`config.mk`:
```
export PLATFORM = sky130hd
export DESIGN_NAME = pipe_hazard_ctrl
export DESIGN_NICKNAME = d
export VERILOG_FILES = /design/src/rtl/pipe_hazard_ctrl.sv
export SDC_FILE = /design/constraint.sdc
export NUM_CORES = 1
export LEC_CHECK = 0
export CAP_MARGIN = 15
export CORE_MARGIN = 1
export CORE_UTILIZATION = 40
export CTS_CLUSTER_DIAMETER = 120
export DETAILED_ROUTE_END_ITERATION = 8
export GPL_TIMING_DRIVEN = 0
export PLACE_DENSITY = 0.7
export SLEW_MARGIN = 20
export SYNTH_ARGS = -nofsm -noshare
export SYNTH_HDL_FRONTEND = slang
export SYNTH_SLANG_ARGS = --single-unit
```
`constraint.sdc`:
```
create_clock -name clk -period 2.6 [get_ports clk]
set_input_delay 0.78 -clock clk [delete_from_list [all_inputs] [get_ports clk]]
set_output_delay 0.78 -clock clk [all_outputs]
set_load 0.02 [all_outputs]
```
`src/rtl/pipe_hazard_ctrl.sv`:
```
// rtl/pipe_hazard_ctrl.sv - pipeline stall/flush/freeze control for the IF_ID..MEM_WB stage registers
module pipe_hazard_ctrl #(
  parameter int CNT_W        = 16,
  parameter int FLUSH_CYCLES = 1,
  parameter int MAX_WAIT     = 255
) (
  input  logic             clk,
  input  logic             async_reset,
  input  logic [4:0]       id_rs1,
  input  logic [4:0]       id_rs2,
  input  logic             id_uses_rs1,
  input  logic             id_uses_rs2,
  input  logic [4:0]       ex_rd,
  input  logic             ex_is_load,
  input  logic             ex_reg_en,
  input  logic             branch_taken,
  input  logic             dmem_req,
  input  logic             dmem_ready,
  output logic             pc_en,
  output logic             if_id_en,
  output logic             if_id_flush,
  output logic             id_ex_flush,
  output logic             ex_mem_flush,
  output logic             pipe_en,
  output logic [1:0]       state,
  output logic [CNT_W-1:0] stall_count,
  output logic             mem_timeout
);

  typedef enum logic [1:0] {
    RUN      = 2'd0,
    MEM_WAIT = 2'd1,
    FLUSH    = 2'd2,
    UNUSED   = 2'd3
  } state_t;

  localparam int WAIT_W = $clog2(MAX_WAIT + 1);
  localparam logic [2:0]        FLUSH_LOAD = 3'(FLUSH_CYCLES);
  localparam logic [WAIT_W-1:0] WAIT_MAX   = WAIT_W'(MAX_WAIT);
  localparam logic [WAIT_W-1:0] WAIT_LAST  = WAIT_W'(MAX_WAIT - 1);
  localparam logic [WAIT_W-1:0] WAIT_ONE   = WAIT_W'(1);
  localparam logic [CNT_W-1:0]  CNT_ONE    = CNT_W'(1);

  state_t            cur_state, nxt_state;
  logic [2:0]        flush_cnt, flush_cnt_nxt;
  logic [WAIT_W-1:0] wait_cnt;
  logic              load_use, mem_stall;

  assign load_use = ex_is_load & ex_reg_en & (ex_rd != 5'd0) &
                    ((id_uses_rs1 & (id_rs1 == ex_rd)) | (id_uses_rs2 & (id_rs2 == ex_rd)));
  assign mem_stall = dmem_req & ~dmem_ready;
  assign state     = cur_state;

  always_comb begin
    pc_en         = 1'b1;
    if_id_en      = 1'b1;
    pipe_en       = 1'b1;
    if_id_flush   = 1'b0;
    id_ex_flush   = 1'b0;
    ex_mem_flush  = 1'b0;
    nxt_state     = cur_state;
    flush_cnt_nxt = flush_cnt;
    case (cur_state)
      RUN, MEM_WAIT: begin
        if (mem_stall) begin
          pc_en     = 1'b0;
          if_id_en  = 1'b0;
          pipe_en   = 1'b0;
          nxt_state = MEM_WAIT;
        end else if (branch_taken) begin
          if_id_flush   = 1'b1;
          id_ex_flush   = 1'b1;
          ex_mem_flush  = 1'b1;
          flush_cnt_nxt = FLUSH_LOAD;
          nxt_state     = (FLUSH_LOAD != 3'd0) ? FLUSH : RUN;
        end else if (load_use) begin
          pc_en       = 1'b0;
          if_id_en    = 1'b0;
          id_ex_flush = 1'b1;
          nxt_state   = RUN;
        end else begin
          nxt_state = RUN;
        end
      end
      FLUSH: begin
        // A memory stall freezes the bubble window in place rather than leaving FLUSH.
        if (mem_stall) begin
          pc_en    = 1'b0;
          if_id_en = 1'b0;
          pipe_en  = 1'b0;
        end else if (branch_taken) begin
          if_id_flush   = 1'b1;
          id_ex_flush   = 1'b1;
          ex_mem_flush  = 1'b1;
          flush_cnt_nxt = FLUSH_LOAD;
          nxt_state     = (FLUSH_LOAD != 3'd0) ? FLUSH : RUN;
        end else begin
          if_id_flush   = 1'b1;
          flush_cnt_nxt = (flush_cnt > 3'd1) ? flush_cnt - 3'd1 : 3'd0;
          nxt_state     = (flush_cnt > 3'd1) ? FLUSH : RUN;
        end
      end
      default: begin
        nxt_state     = RUN;
        flush_cnt_nxt = 3'd0;
      end
    endcase
  end

  always_ff @(posedge clk or negedge async_reset) begin
    if (!async_reset) begin
      cur_state   <= RUN;
      flush_cnt   <= 3'd0;
      wait_cnt    <= '0;
      stall_count <= '0;
      mem_timeout <= 1'b0;
    end else begin
      cur_state <= nxt_state;
      flush_cnt <= flush_cnt_nxt;
      if (!pc_en && (stall_count != '1)) begin
        stall_count <= stall_count + CNT_ONE;
      end
      if (mem_stall) begin
        if (wait_cnt != WAIT_MAX) begin
          wait_cnt <= wait_cnt + WAIT_ONE;
        end
        if (wait_cnt >= WAIT_LAST) begin
          mem_timeout <= 1'b1;
        end
      end else begin
        wait_cnt <= '0;
      end
    end
  end

endmodule
```
* Word-level counts from Yosys, hierarchy flattened
Index checks and enable logic that the tools add are counted.
** Cells by class
- Add/sub/neg operators :: 3
- Order comparisons :: 2
- Equal/unequal tests :: 10
- Multiplexer cells :: 28
- Bitwise gates (word level) :: 8
- Reductions and logical operators :: 8
** Operators with widths (number)
- $add A16 B1 Y16 const B :: 1
- $mux W8 :: 2
- $ne A16 B16 Y1 const B :: 1
- $mux W3 :: 5
- $mux W1 :: 11
- $eq A5 B5 Y1 :: 2
- $mux W2 :: 5
- $add A8 B1 Y8 const B :: 1
- $ge A8 B8 Y1 const B :: 1
- $ne A8 B8 Y1 const B :: 1
- $and A1 B1 Y1 :: 6
- $ne A2 B2 Y1 const B :: 3
- $pmux W1 S2 :: 3
- $pmux W3 S2 :: 1
- $reduce_bool A5 Y1 :: 1
- $pmux W2 S2 :: 1
- $gt A3 B1 Y1 const B :: 1
- $reduce_and A3 Y1 :: 1
- $reduce_or A3 Y1 :: 1
- $sub A3 B1 Y3 const B :: 1
- $eq A2 B1 Y1 const B :: 1
- $eq A2 B2 Y1 const B :: 1
- $logic_not A2 Y1 :: 1
- $ne A2 B1 Y1 const B :: 1
- other kinds (6) :: 6
** Word-level totals
- Flip-flop bits (word level) :: 30
- Output and inout port bits :: 25
- Logic and storage cells :: 64

* Logic depth before layout (Yosys ltp)
Gate-level depths: netlist of the first run.
- Depth after elaboration :: 10
- Depth in mapped cells :: 8
- Depth with buffers taken out :: 8

* Worst setup path after synthesis of the first run
No wires, ideal clock.
- Path kind :: input-to-output
- From :: input port ex_rd[0]
- To :: output port pc_en
- Arrival time :: 2.048 ns
- Required time :: 1.820 ns
- Setup slack :: -0.228 ns
- Stages :: 5
- Buffers on the path :: 1
- Cells stage by stage :: or3_1 o311a_1 a21oi_1 nand2b_1 buf_4
** On the way
- Longest elaborated chain between the ends :: 8
- Elaborated cells between the ends (all ways) :: 12
** RTL lines
- from (decl) :: RTL line 13 : input logic [4:0] ex_rd,
- $eq A5 B5 Y1 :: RTL line 50 : ((id_uses_rs1 & (id_rs1 == ex_rd)) | (id_uses_rs2 & (id_rs2 == ex_rd)));
- $and A1 B1 Y1 :: RTL line 50
- $or A1 B1 Y1 :: RTL line 50
- $and A1 B1 Y1 (*) :: RTL line 49 : assign load_use = ex_is_load & ex_reg_en & (ex_rd != 5'd0) &
- $mux W1 (*) (3 in series)
- $pmux W1 S2 (*)
- to (decl) :: RTL line 19 : output logic pc_en,
Mark *: on every way between the ends. The rest lies on a longest branch, timed or not.

* Worst setup path in the final report of the first run
- From :: input port ex_rd[2]
- To :: output port id_ex_flush
** On the way
- Longest elaborated chain between the ends :: 8
- Elaborated cells between the ends (all ways) :: 12
** RTL lines
- $eq A5 B5 Y1 :: RTL line 50
- $and A1 B1 Y1 :: RTL line 50
- $or A1 B1 Y1 :: RTL line 50
- $and A1 B1 Y1 (*) :: RTL line 49
- $mux W1 (*) :: RTL line 76 : end else if (load_use) begin
- $mux W1 (*) :: RTL line 70 : end else if (branch_taken) begin
- $mux W1 (*) :: RTL line 65 : if (mem_stall) begin
- $pmux W1 S2 (*) :: RTL line 63 : case (cur_state)
- to (decl) :: RTL line 22 : output logic id_ex_flush,
Marks and branches as above.

==> results of run 1 <==
==> critical path, cell delays in order <==
cell and delay [ns]:
sky130_fd_sc_hd__buf_8 0.10, sky130_fd_sc_hd__or3_4 0.37, sky130_fd_sc_hd__o311a_4 0.34, sky130_fd_sc_hd__a21oi_2 0.17, sky130_fd_sc_hd__o22ai_1 0.10, sky130_fd_sc_hd__and2_4 0.17
sky130_fd_sc_hd__buf_6 0.12
==> sequential cells by signal, summed over array words and instances (netlist names) <==
register     cells
mem_timeout      1
stall_count     16
flush_cnt        3
state            2
wait_cnt         8
==> power groups by stage <==
stage / Sequential (mW) / Clock [mW] / Combinational [mW]
2_1_floorplan: 0.616 / 0 / 0.211
3_3_place_gp: 0.579 / 0 / 0.437
3_5_place_dp: 0.580 / 0 / 0.438
4_1_cts: 0.573 / 0.354 / 0.459
5_1_grt: 0.582 / 0.383 / 0.504
6_report: 0.573 / 0.339 / 0.458
==> metrics by stage <==
step | total power [mW] | hold WS [ns] | area [µm²]
2_1_floorplan | 0.827 | 0.472 | 1700
3_3_place_gp | 1.02 | 0.458 | 2250
3_5_place_dp | 1.02 | 0.463 | 2240
4_1_cts | 1.39 | 0.476 | 2430
5_1_grt | 1.47 | 0.487 | 2440
6_report | 1.37 | 0.468 | 2440
==> synthesized netlist by cell type (2+ instances only) <==
cell / number / share of area, %
sky130_fd_sc_hd__dfrtp_1: 30 / 44
sky130_fd_sc_hd__nor4_1: 4 / 1.5
sky130_fd_sc_hd__nand4_1: 8 / 3.0
sky130_fd_sc_hd__nor3_1: 6 / 1.8
sky130_fd_sc_hd__buf_2: 2 / 0.59
sky130_fd_sc_hd__clkbuf_1: 2 / 0.44
sky130_fd_sc_hd__mux2_2: 2 / 1.3
sky130_fd_sc_hd__xor2_1: 12 / 6.2
sky130_fd_sc_hd__a31oi_1: 3 / 1.1
sky130_fd_sc_hd__xnor2_1: 16 / 8.3
sky130_fd_sc_hd__ha_1: 5 / 3.7
sky130_fd_sc_hd__o21ai_0: 3 / 0.89
sky130_fd_sc_hd__a21oi_1: 7 / 2.1
sky130_fd_sc_hd__or3_1: 2 / 0.74
sky130_fd_sc_hd__nand3_1: 6 / 1.8
sky130_fd_sc_hd__nand2_1: 12 / 2.7
sky130_fd_sc_hd__nor2_1: 16 / 3.6
sky130_fd_sc_hd__a211oi_1: 2 / 0.89
sky130_fd_sc_hd__inv_1: 11 / 2.4
sky130_fd_sc_hd__o22ai_1: 2 / 0.74
sky130_fd_sc_hd__nand2b_1: 4 / 1.5
sky130_fd_sc_hd__and4_1: 2 / 1.0
==> area by class of cell <==
cell class	count	area [µm²]
tap	50	62.6
clock buffer	7	76.3
buffer	6	52.6
timing repair buffer	56	517
fill	357	1590
sequential	30	751
multi-input combinational	127	940
inverter	11	41.3
==> how the worst min path moves through the flow <==
| stage | from | to | slack (ns) | depth (start not counted) |
|---|---|---|---|---|
| after floorplan | flush_cnt[1] | flush_cnt[1] | 0.47 | 2 |
| after global placement | mem_timeout | mem_timeout | 0.46 | 1 |
| after global routing | mem_timeout | mem_timeout | 0.49 | 1 |
| final | mem_timeout | mem_timeout | 0.47 | 1 |
| after detailed placement | mem_timeout | mem_timeout | 0.46 | 1 |
| after CTS | mem_timeout | mem_timeout | 0.48 | 1 |
==> cells by family (layout without fill, tap and decap cells) <==
kind of cell | after synthesis | in the layout | share of synthesized area (%)
buffers and inverters | 17 | 80 | 4.59
xor gates and xnor gates | 28 | 28 | 14.5
DFF | 30 | 30 | 44.4
adders and majority gates | 5 | 5 | 3.70
muxes | 2 | 2 | 1.33
and+or+nand+nor | 65 | 65 | 19.7
AOI/OAI and AO/OA | 27 | 27 | 11.8
==> timing repair <==
item,in CTS,in global routing
endpoints found under the setup margin,12,3
resized for setup,79,4
buffers inserted,7,1
cloned,0,0
pin swaps,19,9
==> metal layers <==
metal	track usage, %	vias up	share of wire, %
met5	0	-	0
met1	22.1	707	43
met3	5.14	8	7.9
li1	-	734	-
met2	31.3	41	46
met4	10.4	0	2.5
==> impl_results.rst, run 1 <==
.. list-table::
   :header-rows: 1

   * - Metric
     - Value
   * - Power share of the combinational group
     - 33.4%
   * - Initial antenna violation count
     - 0
   * - Cell Count, Final, Fillers Out
     - around 290
   * - Post-route fraction of the period consumed by the critical path
     - 112%
   * - Global Route Usage Sum
     - between 10% and 20%
   * - Hold buffers post-CTS
     - 0
   * - Post-synthesis async set-or-reset flop share
     - 100%
   * - Classification of the worst setup path
     - in2out
   * - Clock tree root driver cell
     - sky130_fd_sc_hd__clkbuf_8
   * - Largest clock skew in the final design
     - about 0.0028 ns
   * - Layout cells sized above 1
     - between 10% and 20%
   * - Reg-to-reg setup timing slack
     - ~0.58 ns
   * - Count of flip-flops with a built-in enable after synthesis
     - 0
   * - Vias/cell
     - between 5 and 6
   * - Warning count from the yosys run
     - 0
   * - CTS tree
     - done
   * - Area growth from synthesis to layout
     - 44.3%
   * - Most common cell after layout, fill and taps aside
     - sky130_fd_sc_hd__dfrtp_1
   * - Relative contribution of the clock network to total power
     - around a quarter
   * - Number of max-cap violations
     - 0
   * - Final period demand of the worst path
     - between 2 and 3 ns
   * - Crit path launch
     - ex_rd[2]
   * - Number of buffers inserted during clock tree synthesis
     - 5
   * - I/O Buffers
     - 48
   * - Number of storage elements in the synthesis netlist
     - 30
   * - Total power density per cell area
     - about 560 nW/µm²
   * - Post-synthesis average cell area
     - 9.71 µm²
   * - Number of setup violations in the final report
     - 3
   * - Vertical die dimension
     - roughly 67 µm
   * - Mapped Cells
     - about 170
   * - Effective utilization at floorplan
     - between 40% and 50%
   * - Cell area after technology mapping
     - 1690 µm²
   * - CP startpoint kind
     - input port
   * - Number of DRC violations after detailed-routing iteration 0
     - 27
   * - Source-to-sink clock delay at the later pin of the worst-skew pair
     - about 0.27 ns
   * - Final core utilization
     - approximately three fifths
   * - Req. time, crit path
     - roughly 1.8 ns
   * - Crit path setup slack, layout
     - -0.316 ns
   * - Violations in the final reports
     - negative setup slack
   * - Most frequent cells in the layout
     - 30 x sky130_fd_sc_hd__dfrtp_1, 23 x sky130_fd_sc_hd__clkdlybuf4s50_1, 16 x sky130_fd_sc_hd__nor2_1
   * - Clk sink count
     - 30
   * - Worst EP arrival
     - about 2.1 ns
   * - LEAKAGE
     - around 1.1 nW
   * - Number of core rows
     - 23
   * - Number of nets produced by synthesis
     - around 200
   * - Number of nets at the end of the flow
     - between 200 and 300
   * - Total via count after detailed routing
     - around 1500
   * - Sequential Power Share
     - 41.8%
   * - Area of the placeable core
     - between 4000 and 5000 µm²
   * - Status
     - finished, violations left
   * - First-pass GRT wire length
     - around 6.2 mm
   * - Unrepaired setup endpoints after global routing
     - true
   * - Clk slew on worst S/H paths
     - ~0.06 ns
   * - Endpoint of the most critical setup path
     - id_ex_flush
   * - Via count of the first global-routing pass
     - between 1000 and 1500
   * - Actual slew at the worst max-slew pin
     - between 0.6 and 0.7 ns
   * - Total inserted antenna cells
     - 0
   * - Die area
     - 4490 µm²
   * - Die width
     - 67.0 µm
   * - I/O pin total
     - between 40 and 50
   * - Sum of negative setup slack
     - -0.768 ns
   * - Wire length per cell
     - 13.4 µm
   * - Clock Tree Buf Depth
     - 2
   * - Critical path fanouts, max
     - 3
   * - Tightest Hold Check Type
     - reg2reg
   * - Sequential-to-total area share from yosys stat
     - between 40 and 50%
   * - Final max-slew violation count
     - 0
   * - Global placement routability congestion
     - approximately 0.76
   * - Overflow left after global routing
     - 0
   * - Antenna viol nets, final
     - 0
   * - Number of cells traversed by the worst register-to-register path
     - 7
   * - Number of unique standard cell types used by synthesis
     - 39
   * - Switching Share
     - about a third
   * - Kind of end point of the critical path
     - output port
   * - Total detailed-routing wirelength
     - ~3.8 mm
   * - Final hold violations
     - 0
   * - Startpoint of the most critical register-to-register path
     - stall_count[0]
   * - Most frequently used flop master after synthesis
     - sky130_fd_sc_hd__dfrtp_1
   * - Switch Pwr
     - ~440 µW
   * - First-pass DRT Iterations
     - 4
   * - Fmax achieved
     - between 0.3 and 0.4 GHz
   * - # placed instances
     - between 200 and 300
   * - Placed wire-length estimate
     - 2.61 mm
   * - Critical R2R Capture
     - stall_count[7]
   * - Internal cell power
     - ~930 µW
   * - CTS H-tree lvls
     - 2
   * - Worst IR Drop VDD
     - around 0.37 mV
   * - Maximum number of pins on one net before global-route repair
     - 31
   * - Residual DRC
     - 0
   * - Worst slack, placed
     - -1.23 ns
   * - Tightest slew margin relative to the limit
     - a little over half
Power figures use the tool's default switching activity.
==> run 2, diff against run 1 <==
- TNS_END_PERCENT: default -> 1
==> run 2 against run 1 <==
Compared with the run above: the flow still finishes with violations (negative setup slack); total power grew 10%; combinational power is essentially flat; clock power grew 40%.
==> impl_results.rst, run 2 (synthesis results as in run 1) <==
.. list-table::
   :header-rows: 1

   * - Metric
     - Value
   * - Number of DRC violations after detailed-routing iteration 0
     - 34
   * - Actual slew at the worst max-slew pin
     - about 0.65 ns
   * - Total via count after detailed routing
     - ~1500
   * - Vias/cell
     - between 5 and 6
   * - Power share of the combinational group
     - ~30%
   * - Die width
     - between 60 and 70 µm
   * - Number of buffers inserted during clock tree synthesis
     - 5
   * - Global Route Usage Sum
     - between 10% and 20%
   * - Global placement routability congestion
     - between 0.7 and 0.8
   * - Placed wire-length estimate
     - ~2.6 mm
   * - Most frequent cells in the layout
     - 30 x sky130_fd_sc_hd__dfrtp_1, 25 x sky130_fd_sc_hd__clkdlybuf4s50_1, 16 x sky130_fd_sc_hd__nor2_1
   * - Area growth from synthesis to layout
     - 44.3%
   * - Total detailed-routing wirelength
     - 3.83 mm
   * - Number of core rows
     - 23
   * - Total power density per cell area
     - ~600 nW/µm²
   * - Number of setup violations in the final report
     - 6
   * - Classification of the worst setup path
     - in2out
   * - Sequential Power Share
     - a little under two fifths
   * - Number of max-cap violations
     - 0
   * - Max reg flops
     - 16
   * - Final core utilization
     - roughly three fifths
   * - Clock tree root driver cell
     - sky130_fd_sc_hd__clkbuf_8
   * - Total inserted antenna cells
     - 0
   * - Final period demand of the worst path
     - about 2.9 ns
   * - Clock Tree Buf Depth
     - 2
   * - Unrepaired setup endpoints after global routing
     - true
   * - Effective utilization at floorplan
     - between 40% and 50%
   * - CP startpoint kind
     - input port
   * - Layout cells sized above 1
     - 19.8%
   * - Overflow left after global routing
     - 0
   * - Internal cell power
     - 1.05 mW
   * - Largest clock skew in the final design
     - ~0.0077 ns
   * - Switching Share
     - between 30% and 40%
   * - Via count of the first global-routing pass
     - approximately 1300
   * - Worst EP arrival
     - 2.11 ns
   * - Largest register by flop count
     - stall_count
   * - CTS tree
     - done
   * - Final max-slew violation count
     - 0
   * - Number of nets at the end of the flow
     - 261
   * - I/O pin total
     - 49
   * - First-pass DRT Iterations
     - 4
   * - Clk sink count
     - 30
   * - Switch Pwr
     - roughly 460 µW
   * - Wire length per cell
     - 13.6 µm
   * - Initial antenna violation count
     - 0
   * - Pwr Total
     - around 1.5 mW
   * - Tightest slew margin relative to the limit
     - between 50% and 60%
   * - I/O Buffers
     - 48
   * - Status
     - finished, violations left
   * - Most common cell after layout, fill and taps aside
     - sky130_fd_sc_hd__dfrtp_1
   * - Clk slew on worst S/H paths
     - roughly 0.06 ns
   * - Maximum number of pins on one net before global-route repair
     - 31
   * - Tightest Hold Check Type
     - reg2reg
   * - Critical path fanouts, max
     - 5
   * - Final hold violations
     - 0
   * - Area of the placeable core
     - roughly 4000 µm²
   * - Kind of end point of the critical path
     - output port
   * - Sum of negative setup slack
     - -1.06 ns
   * - Worst IR Drop VDD
     - 0.377 mV
   * - Residual DRC
     - 0
   * - Die area
     - 4490 µm²
   * - LEAKAGE
     - 1.12 nW
   * - CTS H-tree lvls
     - 2
   * - Req. time, crit path
     - around 1.8 ns
   * - Vertical die dimension
     - between 60 and 70 µm
   * - Hold buffers post-CTS
     - 0
   * - Crit path setup slack, layout
     - -0.286 ns
   * - First-pass GRT wire length
     - around 5.7 mm
   * - Post-route fraction of the period consumed by the critical path
     - 111%
   * - Number of filler cells placed in the layout
     - 346
   * - Relative contribution of the clock network to total power
     - roughly a third
   * - Source-to-sink clock delay at the later pin of the worst-skew pair
     - 0.28 ns
   * - Fmax achieved
     - ~0.35 GHz
   * - Biggest regs
     - stall_count: 16 flops, wait_cnt: 8 flops, flush_cnt: 3 flops
   * - Violations in the final reports
     - negative setup slack
   * - Antenna viol nets, final
     - 0
[run 2: per-layer routing]
| metal | global-route usage [%] | wire, µm | vias to the layer above |
|---|---|---|---|
| li1 | - | - | 724 |
| met1 | 22.3 | 1710 | 696 |
| met2 | 27.3 | 1800 | 40 |
| met3 | 4.28 | 275 | 7 |
| met4 | 6.38 | 48 | 0 |
| met5 | 0 | 0 | - |
[run 2: layout make-up]
cell class / count / area (µm²) / share of cell area (%)
plain buffers: 6 / 53.8 / 2.21
clock buffers: 6 / 82.6 / 3.38
clock inverters: 1 / 30.0 / 1.23
inverters: 11 / 41.3 / 1.69
multi-input cells: 127 / 945 / 38.7
flip-flops and latches: 30 / 751 / 30.8
well taps: 50 / 62.6 / 2.56
repair buffers: 51 / 474 / 19.4
[run 2: repair_timing]
| action | in CTS | in global routing |
|---|---|---|
| pin swaps | 17 | 8 |
| setup buffers | 2 | 1 |
| endpoints found under the setup margin | 9 | 6 |
| gates resized for setup | 69 | 13 |
| gates cloned | 0 | 0 |
[run 2: power by group through the flow]
| stage | Combinational, mW | Sequential [mW] | Clock (mW) |
|---|---|---|---|
| CTS | 0.446 | 0.573 | 0.482 |
| finish | 0.461 | 0.573 | 0.474 |
| global route | 0.499 | 0.580 | 0.507 |
| floorplan | 0.208 | 0.616 | 0 |
| detailed placement | 0.434 | 0.582 | 0 |
| global placement | 0.434 | 0.580 | 0 |
[run 2: metrics by stage]
stage,cells,instance area (µm²),setup slack [ns],hold slack [ns]
final,282,2440,-0.286,0.468
after global routing,282,2440,-0.351,0.489
after CTS,281,2410,-0.307,0.475
after detailed placement,272,2240,-1.20,0.462
after global placement,272,2240,-1.19,0.458
after floorplan,174,1700,-0.109,0.472
[run 2: path summary, 6_finish.rpt]
check | startpoint | end | slack [ns] | depth (start not counted)
max | dmem_ready | pc_en | -0.29 | 7
min | mem_timeout | mem_timeout | 0.47 | 1
max reg2reg | flush_cnt[0] | flush_cnt[2] | 0.54 | 6
min reg2reg | mem_timeout | mem_timeout | 0.47 | 1
max in group asynchronous | async_reset | wait_cnt[2] | 1.64 | 1
min in group asynchronous | async_reset | stall_count[9] | 0.52 | 1
[run 2: worst max-delay path, cell delays in order]
cell                              delay, ns
sky130_fd_sc_hd__clkdlybuf4s50_1       0.43
sky130_fd_sc_hd__nand2b_2              0.24
sky130_fd_sc_hd__a21oi_2               0.17
sky130_fd_sc_hd__o21bai_4              0.17
sky130_fd_sc_hd__nand2b_4              0.09
sky130_fd_sc_hd__buf_6                 0.11
sky130_fd_sc_hd__buf_6                 0.12
